<file path="src/rtl/perf_counter_bank.sv">
// ============================================================================
// perf_counter_bank
// ----------------------------------------------------------------------------
// Parametrised performance-counter bank. Each of NUM_CH channels counts its
// event strobe while counting is enabled and not frozen. Counters either wrap
// or saturate (SAT). A sticky per-channel flag records overflow/saturation.
// A shadow bank captures all live counters on 'snap'. When 'snap' and
// 'sw_clear' are asserted together, the bank is read and cleared atomically.
// There is one registered read port with 1-cycle latency.
//
// Optional feature macro: PERF_THRESH_EN
//   When defined, adds a 'thresh' input and an 'irq' output. irq is sticky.
//   It is set when any channel increments to a value equal to 'thresh'.
//   sw_clear or reset clears it.
//
// Ports
//   clk       in  1       system clock, rising edge
//   clr       in  1       asynchronous active-low reset
//   ev        in  NUM_CH  per-channel event strobes
//   cnt_en    in  1       global count enable
//   freeze    in  1       hold all counters (overrides cnt_en)
//   sw_clear  in  1       synchronous clear of live counters, ovf (and irq)
//   snap      in  1       copy live counters into the shadow bank
//   rd_src    in  1       0 = live bank, 1 = shadow bank
//   rd_sel    in  SEL_W   channel to read (>= NUM_CH reads 0)
//   rd_data   out CNT_W   registered read data
//   ovf       out NUM_CH  sticky overflow/saturation flags
//   snap_vld  out 1       shadow bank holds a snapshot since reset
//   thresh    in  CNT_W   (PERF_THRESH_EN) interrupt threshold
//   irq       out 1       (PERF_THRESH_EN) sticky threshold interrupt
// ============================================================================
module perf_counter_bank #(
    parameter int NUM_CH = 4,
    parameter int CNT_W  = 32,
    parameter int SAT    = 0,
    parameter int SEL_W  = 4
) (
    input  logic              clk,
    input  logic              clr,
    input  logic [NUM_CH-1:0] ev,
    input  logic              cnt_en,
    input  logic              freeze,
    input  logic              sw_clear,
    input  logic              snap,
    input  logic              rd_src,
    input  logic [SEL_W-1:0]  rd_sel,
    output logic [CNT_W-1:0]  rd_data,
    output logic [NUM_CH-1:0] ovf,
    output logic              snap_vld
`ifdef PERF_THRESH_EN
    ,
    input  logic [CNT_W-1:0]  thresh,
    output logic              irq
`endif
);

    localparam logic [CNT_W-1:0] CNT_MAX  = {CNT_W{1'b1}};
    localparam logic [CNT_W-1:0] CNT_ZERO = {CNT_W{1'b0}};
    localparam logic [CNT_W-1:0] CNT_ONE  = {{(CNT_W-1){1'b0}}, 1'b1};

    logic [NUM_CH-1:0][CNT_W-1:0] live_r;
    logic [NUM_CH-1:0][CNT_W-1:0] shadow_r;
    logic [NUM_CH-1:0][CNT_W-1:0] live_nxt_s;
    logic [NUM_CH-1:0]            ovf_nxt_s;
    logic [NUM_CH-1:0]            inc_s;
    logic                         gate_s;
    logic [CNT_W-1:0]             rd_mux_s;
`ifdef PERF_THRESH_EN
    logic [NUM_CH-1:0]            hit_s;
`endif

    // Per-channel increment qualifiers; sw_clear suppresses counting in its cycle.
    always_comb begin
        gate_s = cnt_en & ~freeze & ~sw_clear;
        inc_s  = ev & {NUM_CH{gate_s}};
    end

    // Next-state of every live counter and its sticky overflow flag.
    always_comb begin
        live_nxt_s = live_r;
        ovf_nxt_s  = ovf;
`ifdef PERF_THRESH_EN
        hit_s      = {NUM_CH{1'b0}};
`endif
        for (int i = 0; i < NUM_CH; i++) begin
            if (sw_clear) begin
                live_nxt_s[i] = CNT_ZERO;
                ovf_nxt_s[i]  = 1'b0;
            end else if (inc_s[i]) begin
                if (live_r[i] == CNT_MAX) begin
                    // Wrap-to-0 or hold at max; neither counts as a threshold hit.
                    ovf_nxt_s[i]  = 1'b1;
                    live_nxt_s[i] = (SAT != 0) ? CNT_MAX : CNT_ZERO;
                end else begin
                    live_nxt_s[i] = live_r[i] + CNT_ONE;
`ifdef PERF_THRESH_EN
                    hit_s[i]      = ((live_r[i] + CNT_ONE) == thresh);
`endif
                end
            end else begin
                live_nxt_s[i] = live_r[i];
                ovf_nxt_s[i]  = ovf[i];
            end
        end
    end

    // Read mux: OR of one-hot channel matches, so an unmatched select yields 0.
    always_comb begin
        rd_mux_s = CNT_ZERO;
        for (int i = 0; i < NUM_CH; i++) begin
            rd_mux_s = rd_mux_s |
                       ((rd_sel == SEL_W'(i)) ? (rd_src ? shadow_r[i] : live_r[i]) : CNT_ZERO);
        end
    end

    // Live counters and sticky overflow flags.
    always_ff @(posedge clk or negedge clr) begin
        if (!clr) begin
            live_r <= '0;
            ovf    <= {NUM_CH{1'b0}};
        end else begin
            live_r <= live_nxt_s;
            ovf    <= ovf_nxt_s;
        end
    end

    // Shadow bank captures the pre-edge live values; this makes snap+sw_clear atomic.
    always_ff @(posedge clk or negedge clr) begin
        if (!clr) begin
            shadow_r <= '0;
            snap_vld <= 1'b0;
        end else if (snap) begin
            shadow_r <= live_r;
            snap_vld <= 1'b1;
        end else begin
            shadow_r <= shadow_r;
            snap_vld <= snap_vld;
        end
    end

    // Registered read port; a live read returns the value before this edge's increment.
    always_ff @(posedge clk or negedge clr) begin
        if (!clr) begin
            rd_data <= CNT_ZERO;
        end else begin
            rd_data <= rd_mux_s;
        end
    end

`ifdef PERF_THRESH_EN
    // Sticky threshold interrupt.
    always_ff @(posedge clk or negedge clr) begin
        if (!clr) begin
            irq <= 1'b0;
        end else if (sw_clear) begin
            irq <= 1'b0;
        end else if (|hit_s) begin
            irq <= 1'b1;
        end else begin
            irq <= irq;
        end
    end
`endif

endmodule

</file>
<file path="config.mk">
export PLATFORM = sky130hd
export DESIGN_NAME = perf_counter_bank
export DESIGN_NICKNAME = d
export VERILOG_FILES = /design/src/rtl/perf_counter_bank.sv
export SDC_FILE = /design/constraint.sdc
export NUM_CORES = 1
export LEC_CHECK = 0
export BUFFER_PORTS_ARGS = -buffer_cell sky130_fd_sc_hd__clkbuf_2
export CAP_MARGIN = 20
export CORE_ASPECT_RATIO = 1.1
export CORE_UTILIZATION = 40
export DETAILED_ROUTE_END_ITERATION = 8
export PLACE_DENSITY = 0.57
export RECOVER_POWER = 25
export SYNTH_ARGS = -nofsm -noshare
export SYNTH_HDL_FRONTEND = slang
export SYNTH_SLANG_ARGS = --single-unit
</file>
<file path="constraint.sdc">
create_clock -name clk -period 3.6 [get_ports clk]
set_clock_uncertainty 0.2 [all_clocks]
set_input_delay 0.18 -clock clk [delete_from_list [all_inputs] [get_ports clk]]
set_output_delay 0.18 -clock clk [all_outputs]
set_load 0.01 [all_outputs]
</file>
# Yosys cells after proc, flatten, opt, wreduce, memory -nomap -nowiden
# Cells that the tools add are included.
# word_totals
ff_bits,293
in_bits,15
# classes
n_addsub,4
n_eq_ne,7
mux,32
n_bitwise,8
n_reduce_logical,13
# ops
operator,count
$mux 32,20
$add 32x1->32 const B,4
$eq 32x32->1 const B,4
$or 32x32->32,3
$reduce_bool 2->1,8
$mux 1,12
$eq 4x2->1 const B,2
$reduce_and 2->1,4
$and 4x4->4,1
$eq 4x1->1 const B,1
$logic_not 4->1,1
$and 1x1->1,2
$not 1->1,2

# Logic depth before layout (Yosys ltp)
# Gate-level depths: netlist (run 1).
# depth
depth_word,6
mapped_depth,8

# Least setup slack after synthesis (run 1)
# OpenSTA, ideal clock, no wires.
# synth_timing
kind,register -> register
from,register live_r[100] (netlist bit)
to,register live_r[116] (netlist bit)
arrival_ps,1771
t_required_ps,3282
slack_ps,1511
stages_incl_launch_ff,9
n_path_buf,3
cell_sequence,dfrtp_1 buf_2 nand4_1 nor4_4 nand4_1 o21ai_1 buf_4 buf_6 nor2_1
# synth_via
elab_chain_len,4
word_cells_on_any_way,5
classes_between,add/sub (1); eq/ne (1); mux (3)
# synth_lines
element,line_no,text
from (decl),61,logic [NUM_CH-1:0][CNT_W-1:0] live_r;
from (signal assigned),122,live_r <= live_nxt_s;
$add 32x1->32 or $eq 32x32->1 (tied branches),"95, 90",
$mux 32 (*),90,if (live_r[i] == CNT_MAX) begin
$mux 32 (*),89,end else if (inc_s[i]) begin
$mux 32 (*),86,if (sw_clear) begin
# Every way passes the cells marked *; elsewhere a longest branch is shown, timed or not. The select of a mux whose other input is x is not followed.
# A chain may end at the register's enable or synchronous reset.

# Final worst setup path (run 1)
# layout_timing
from,input port snap
to,register shadow_r[22] (netlist bit)
# layout_rtl
element,line_no,text
from (decl),44,"input logic snap,"
to (signal assigned),133,shadow_r <= live_r;
to (signal assigned),136,shadow_r <= shadow_r;
to (decl),62,logic [NUM_CH-1:0][CNT_W-1:0] shadow_r;
# No word-level cell between the ends.

==> results of run 1 <==
## worst min-delay path, stage by stage
cell and delay (ns):
clkbuf_2 0.18, and3b_1 0.21, nand3_1 0.08, a21oi_1 0.06
## synth_stat cells, types with 2 or more instances
cell type,number
nor4_4,3
a22oi_1,32
nand3b_1,4
nor2b_1,2
nand3_1,47
o2111ai_1,3
o21a_1,3
and2_1,8
nand2_1,59
nor4_1,5
inv_1,13
buf_2,14
buf_4,3
nor2_1,133
o21ai_0,2
buf_6,2
nor4b_1,2
mux2i_1,64
o221ai_1,32
and3_1,21
nor3_1,12
nor2_2,5
dfrtp_1,293
nand4_2,2
nand4b_1,5
and3b_1,4
ha_1,4
o31ai_1,2
mux2_2,128
xnor2_1,40
nand4_1,48
a21oi_1,14
clkbuf_1,60
o21ai_1,4
nor4_2,6
and4_1,13
nor3_2,6
a221oi_1,32
xor2_1,77
a21o_1,33
or4_1,2
## cells by family after synthesis
| kind of cell | after synthesis |
|---|---|
| fa+ha+maj | 4 |
| buf+inv | 94 |
| simple gates | 391 |
| compound gates | 167 |
| xor+xnor | 117 |
| mux | 192 |
| flops | 293 |
## final timing paths
path	from	to	slack, ns	depth (start not counted)
worst max-delay path	snap	shadow_r[22]	0.46	3
worst min-delay path	freeze	live_r[33]	0.04	4
worst max register to register	live_r[3]	live_r[28]	0.73	6
worst min register to register	snap_vld	snap_vld	0.26	1
max in group asynchronous	clr	rd_data[8]	2.14	3
min in group asynchronous	clr	live_r[117]	0.15	2
## timing repair
| item | in CTS | in global routing |
|---|---|---|
| endpoints found under the hold margin | 122 | 0 |
| setup buffers | 0 | 0 |
| hold buffers | 5 | 0 |
## power by group through the flow
stage	Combinational (mW)	Clock, mW	Sequential [mW]
floorplan	0.178	0	3.40
global placement	0.369	0	3.39
detailed placement	0.370	0	3.39
CTS	0.376	3.76	3.33
global route	0.408	3.90	3.33
finish	0.369	3.67	3.33
## state kept, by name, summed over array words and instances (netlist names)
name / cells
snap_vld: 1
ovf: 4
shadow_r: 128
live_r: 128
rd_data: 32
## per-stage QoR
step	area (um^2)	power (mW)	instances	util
after detailed placement	15070	3.760	1703	0.4289
after global routing	16310	7.637	1767	0.4642
after floorplan	14270	3.578	1258	-
after CTS	16320	7.467	1767	0.4646
final	16310	7.369	1767	0.4642
after global placement	15070	3.758	1703	0.4289
## per-layer routing
layer	part of all wire	vias up
met1	0.46	5053
li1	-	4659
met5	0.00049	-
met4	0.025	2
met2	0.48	168
met3	0.035	46
## cell type report
| cell class | instances | share of cell area |
|---|---|---|
| Sequential cell | 293 | 0.4496 |
| Multi-Input combinational cell | 871 | 0.4041 |
| Clock buffer | 53 | 0.06598 |
| Timing Repair Buffer | 86 | 0.03506 |
| Tap cell | 444 | 0.03406 |
| Clock inverter | 6 | 0.007979 |
| Inverter | 14 | 0.003222 |
==> PnR_summary.wiki, run 1 <==
{| class="wikitable"
! Metric !! Value
|-
| Status || finished, violations left
|-
| Failing checks || capacitance limit, slew limit
|-
| Kind of capture point of the worst setup path || register
|-
| Post-route fraction of the period consumed by the critical path || 0.8712
|-
| Number of antenna violations at the first check in global routing || 1
|-
| Relative area change from synthesis to final layout || 14.30%
|-
| Post-route setup slack || roughly 0.46 ns
|-
| Max Transition Viols Final || between 100 and 150
|-
| Wire length of the first global-routing pass || approximately 57,000 um
|-
| Number of search-and-repair iterations in the first detailed-routing pass || 5
|-
| Commonest non-fill, non-tap cells in the layout || dfrtp_1, nor2_1, mux2_2, xor2_1, mux2i_1
|-
| Most common cell after layout, fill and taps aside || dfrtp_1
|-
| Antenna Violating Nets Remaining || 0
|-
| Antenna diode count || 0
|-
| Setup slack at placement || a little under 0.8 ns
|-
| Die boundary width || ~180 um
|-
| Combined buffer and inverter count along the critical path || 2
|-
| Clock input transition at the sequential cells of the worst setup and hold paths || roughly 0.060 ns
|-
| CTS Root Cell || clkbuf_16
|-
| Global-route usage over all layers || 0.1984
|-
| Initial standard-cell utilization of the core || 0.4061
|-
| GR met2 Demand/Resource || 0.3206
|-
| Count of cells resized by post-cts repair || 0
|-
| Portion of total power attributed to combinational logic || 0.050
|-
| Number of enable flip-flop cells after synthesis || 0
|-
| Fraction of final layout cells with drive strength greater than 1 || 0.2230
|-
| Stage delay of the slowest cell on the critical path || 2.38 ns
|-
| Switching power share of the total || 0.2164
|-
| Synth warnings || 0
|-
| Cells along the critical path || clkbuf_4 > clkbuf_2 > mux2_2
|-
| Critical path startpoint category || primary input
|-
| Leakage Power || ~7.4 nW
|-
| Synthesized-area fraction occupied by ao, oa, aoi and oai cells || 0.09120
|-
| Remaining Overflow, GRT || 0
|-
| Internal Dissipation || around 5.8 mW
|-
| Top cell type by total area after synthesis || dfrtp_1
|-
| Slew of the pin with the lowest slew margin || approximately 3.5 ns
|-
| Area share of the largest cell type after synthesis || 0.5139
|-
| Worst hold slack || between 0.04 and 0.05 ns
|-
| Synthesized cell area || 14,270 um^2
|-
| Relative slew slack || -1.340
|-
| Largest driver fanout on the critical path || roughly 130
|-
| Area used by multi-input combinational logic || roughly 6600 um^2
|-
| Cts bufs inserted || 34
|-
| DRT Wirelength || roughly 35,000 um
|-
| Total net switching power || roughly 1.6 mW
|-
| Cell types occupying the most area after synthesis || dfrtp_1, mux2_2, xor2_1, mux2i_1, nor2_1
|-
| Average wire length per cell after detail routing || between 15 and 20 um
|-
| Largest buffer count on any clock path || 3
|-
| Part of the power in registers || 0.452
|-
| Vias post-DR || 9,928
|-
| Count of input and output buffers || a little over 50
|-
| Worst-path cell with the longest stage delay || clkbuf_2
|-
| Most common flop cell mapped by yosys || dfrtp_1
|-
| Critical path type || in2reg
|-
| Grt peak-use layer || met2
|-
| Area share of fa/ha/maj cells after synthesis || 0.003508
|-
| Type of the tightest min-delay check || in2reg
|-
| Family of cells with the greatest summed delay on the critical path || buffers and inverters
|-
| Full die area || 36,430 um^2
|-
| Register area share after synthesis || 0.5139
|-
| Total number of H-tree levels || 2
|-
| Synthesized flop and latch total || approximately 290
|-
| Worst IR drop on VDD || roughly 0.00039 V
|-
| Distinct cell type count of the synthesized netlist || 57
|-
| Number of remaining DRC errors || 0
|-
| Largest net degree at the start of global routing || 130
|-
| Clock period minus worst slack || roughly 3.1 ns
|-
| Clock network fraction of total power || 0.498
|-
| CP arrival || ~3.3 ns
|-
| Post-synthesis mux area share || 0.1459
|-
| Placer congestion estimate || ~0.78
|-
| Unrepaired setup endpoints after global routing || no
|-
| Worst path required time || 3.77 ns
|-
| Number of maximum-capacitance constraint violations || 1
|-
| Overall die height || ~200 um
|-
| Sinks on Clock Net || 293
|-
| Upper clock frequency limit || approximately 0.32 GHz
|-
| Ys async rst share || 1.000
|-
| Placeable core region || 35,130 um^2
|-
| Synthesized netlist net count || approximately 1,300
|-
| Post-Synthesis Cells || between 1,000 and 1,500
|-
| Sequential cell area || 7332 um^2
|-
| TritonCTS clock tree || done
|-
| Met3 Use GR || 0.02830
|-
| I/O Pins || 52
|-
| Final #Nets || about 1,300
|-
| Fill cell instance count of the final layout || about 3,300
|-
| Combinational family with the most area after synthesis || multiplexers
|-
| HPWL reported at the end of detailed placement || between 20,000 and 25,000 um
|-
| Clock latency on the worst-skew pair || between 0.5 and 0.6 ns
|-
| Vias per inst || roughly 5.6
|-
| Count of endpoints failing setup in the final report || 0
|-
| Global routing usage on met1 || 0.2746
|-
| 1st-iter DRT viols || 588
|-
| Total power per unit cell area || ~450 nW/um^2
|-
| Number of global-route vias before repair || around 9,900
|-
| Hold Vio Cnt, Final || 0
|-
| Xor-xnor portion of the synthesized cell area || 0.07182
|-
| Synthesized-area fraction occupied by and/or/nand/nor cells || 0.1459
|-
| Summed negative setup slack over all endpoints || 0 ns
|-
| Row cnt || a little over 70
|-
| Syn Area/Cell || 11.34 um^2
|}
Note: power is estimated with default switching activity, not from simulation.
==> run 2, diff against run 1 <==
--- a/config.mk
+++ b/config.mk
@@ -8,9 +8,9 @@
 export BUFFER_PORTS_ARGS = -buffer_cell sky130_fd_sc_hd__clkbuf_2
 export CAP_MARGIN = 20
 export CORE_ASPECT_RATIO = 1.1
-export CORE_UTILIZATION = 40
+export CORE_UTILIZATION = 67
 export DETAILED_ROUTE_END_ITERATION = 8
-export PLACE_DENSITY = 0.57
+export PLACE_DENSITY = 0.86
 export RECOVER_POWER = 25
 export SYNTH_ARGS = -nofsm -noshare
 export SYNTH_HDL_FRONTEND = slang
==> run 2 against run 1 <==
The run still ends with capacitance limit, slew limit left. First-iteration DRC count is 36% higher. Non-clock buffer count is 1 higher. Worst hold slack better by 0.099 ns. Global-route usage is 12 points higher. Total power is 7.3% lower. Clock power is 14% lower. Die area is 40% lower. Maximum frequency is 7.9% higher. Flip-flop and latch count stayed put. Design area is 2.6% lower. Count of clock-buffer cells in the layout is 11 lower. Critical path type unchanged. Largest power group is now registers.
==> PnR_summary.wiki, run 2 (synthesis gave the netlist of run 1 again) <==
{| class="wikitable"
! Metric !! Value
|-
| Status || finished, violations left
|-
| Leakage Power || a little over 7 nW
|-
| TritonCTS clock tree || done
|-
| Fill cell instance count of the final layout || roughly 1,300
|-
| Stage delay of the slowest cell on the critical path || between 1 and 1.5 ns
|-
| Worst-path cell with the longest stage delay || clkbuf_1
|-
| Summed negative setup slack over all endpoints || 0 ns
|-
| Post-route fraction of the period consumed by the critical path || 0.8078
|-
| CTS Root Cell || clkbuf_16
|-
| Global-route usage over all layers || 0.3215
|-
| Initial standard-cell utilization of the core || 0.6889
|-
| Die boundary width || about 140 um
|-
| Overall die height || between 150 and 200 um
|-
| Placer congestion estimate || around 0.89
|-
| Max Transition Viols Final || 128
|-
| Average wire length per cell after detail routing || about 21 um
|-
| Relative slew slack || -0.6595
|-
| Length of routed wiring on met1 || 14,210 um
|-
| Most common cell after layout, fill and taps aside || dfrtp_1
|-
| Largest driver fanout on the critical path || 33
|-
| 1st-iter DRT viols || 801
|-
| Worst path required time || 3.84 ns
|-
| CP arrival || ~3.2 ns
|-
| Final cell count without fillers || 1,604
|-
| Total number of H-tree levels || 1
|-
| Internal Dissipation || approximately 5.3 mW
|-
| Count of endpoints failing setup in the final report || 0
|-
| Worst IR drop on VDD || approximately 0.00039 V
|-
| Cells along the critical path || dlygate4sd3_1 > clkbuf_1 > buf_4 > mux2_2
|-
| Type of the tightest min-delay check || in2reg
|-
| Failing checks || capacitance limit, slew limit
|-
| Count of input and output buffers || 51
|-
| Sinks on Clock Net || roughly 290
|-
| Fraction of final layout cells with drive strength greater than 1 || 0.1941
|-
| Clock input transition at the sequential cells of the worst setup and hold paths || approximately 0.06 ns
|-
| I/O Pins || 52
|-
| Total power per unit cell area || 430.0 nW/um^2
|-
| Biggest regs || live_r (128), shadow_r (128), rd_data (32)
|-
| Largest buffer count on any clock path || 3
|-
| Number of search-and-repair iterations in the first detailed-routing pass || 5
|-
| Row cnt || 55
|-
| Relative area change from synthesis to final layout || 11.34%
|-
| Largest net degree at the start of global routing || 96
|-
| Wire length of the first global-routing pass || 55,280 um
|-
| Total setup buffers inserted after CTS || 0
|-
| Slew of the pin with the lowest slew margin || approximately 2.5 ns
|-
| Hold Vio Cnt, Final || 0
|-
| Final #Nets || between 1,000 and 1,500
|-
| HPWL reported at the end of detailed placement || around 22,000 um
|-
| Remaining Overflow, GRT || 0
|-
| DRT Wirelength || ~34,000 um
|-
| Pwr Total || about 6.8 mW
|-
| Switching power share of the total || 0.2244
|-
| Placeable core region || between 20,000 and 25,000 um^2
|-
| Met2 layer wire length in the routed design || ~16,000 um
|-
| # placed instances || 1,541
|-
| Commonest non-fill, non-tap cells in the layout || dfrtp_1, nor2_1, mux2_2, xor2_1, mux2i_1
|-
| Critical path startpoint category || primary input
|-
| Number of global-route vias before repair || 10,380
|-
| Clock period minus worst slack || slightly below 3 ns
|-
| Vias per inst || roughly 6.6
|-
| Full die area || ~22,000 um^2
|-
| # hold bufs at CTS || 9
|-
| Upper clock frequency limit || approximately 0.34 GHz
|-
| Antenna Violating Nets Remaining || 0
|-
| Kind of capture point of the worst setup path || register
|-
| Count of cells resized by post-cts repair || 0
|-
| Metal3 WL || ~1900 um
|-
| Vias post-DR || 10,525
|-
| Cts bufs inserted || 30
|-
| Number of antenna violations at the first check in global routing || 0
|-
| Number of remaining DRC errors || 0
|-
| Critical path type || in2reg
|-
| Antenna diode count || 0
|-
| Clock latency on the worst-skew pair || between 0.5 and 0.6 ns
|-
| Clock network fraction of total power || 0.460
|-
| Part of the power in registers || 0.488
|-
| Top layer used by detailed routing || met4
|-
| Portion of total power attributed to combinational logic || 0.053
|-
| Total net switching power || ~1.5 mW
|-
| Unrepaired setup endpoints after global routing || no
|-
| Number of maximum-capacitance constraint violations || 2
|}
==> run 2: cell count changes in the layout (fill, tap and decap cells not counted), moves of 2 or more <==
cell / before / now
buf_4: 27 / 25
clkbuf_1: 7 / 38
clkbuf_16: 37 / 30
clkbuf_2: 49 / 18
clkbuf_8: 9 / 6
clkinv_2: 2 / 7
dlygate4sd3_1: 5 / 9
==> run 2: area by class of cell <==
type                       instances  area [um^2]  share of cell area
clock buffer                      42        855.8             0.05387
timing repair buffer              87        548.0             0.03450
sequential                       293         7332              0.4615
inverter                          14        52.55            0.003308
clock inverter                    12        150.1            0.009451
tap                              285        356.6             0.02245
multi-input combinational        871         6591              0.4149
==> run 2: per-stage QoR <==
stage / cell area (um^2) / worst slack, ns / util / hold WS (ns)
6_report: 15890 / 0.6919 / 0.7670 / 0.1399
2_1_floorplan: 14270 / 1.511 / - / -0.3156
4_1_cts: 15940 / 0.8757 / 0.7695 / 0.06399
3_5_place_dp: 14840 / 0.9093 / 0.7166 / 0.04900
3_3_place_gp: 14840 / 1.022 / 0.7166 / 0.04205
5_1_grt: 15890 / 0.5210 / 0.7670 / 0.1770
==> run 2: critical path, delay by kind of cell <==
| kind | cells | cell delay (ns) |
|---|---|---|
| buf+inv | 3 | 2.56 |
| mux | 1 | 0.40 |
==> run 2: worst paths after layout <==
| check | startpoint | to | slack [ns] | depth (start not counted) |
|---|---|---|---|---|
| max | snap | shadow_r[51] | 0.69 | 4 |
| min | rd_sel[1] | rd_data[29] | 0.14 | 4 |
| max reg2reg | live_r[3] | live_r[4] | 0.83 | 6 |
| min reg2reg | snap_vld | snap_vld | 0.26 | 1 |
| max in group asynchronous | clr | shadow_r[29] | 0.97 | 3 |
| min in group asynchronous | clr | live_r[67] | 0.70 | 2 |
==> run 2: power groups by stage <==
stage / Clock [mW] / Combinational [mW] / Sequential [mW]
finish: 3.14 / 0.359 / 3.33
global route: 3.30 / 0.388 / 3.33
CTS: 3.16 / 0.365 / 3.33
detailed placement: 0 / 0.354 / 3.39
global placement: 0 / 0.351 / 3.39
floorplan: 0 / 0.178 / 3.40
==> run 2: per-layer routing <==
metal  GRT usage  vias to the layer above
met5           0                        -
met4      0.1423                        0
met3     0.03970                       89
met2      0.5200                      377
met1      0.4402                     5399
li1            -                     4660
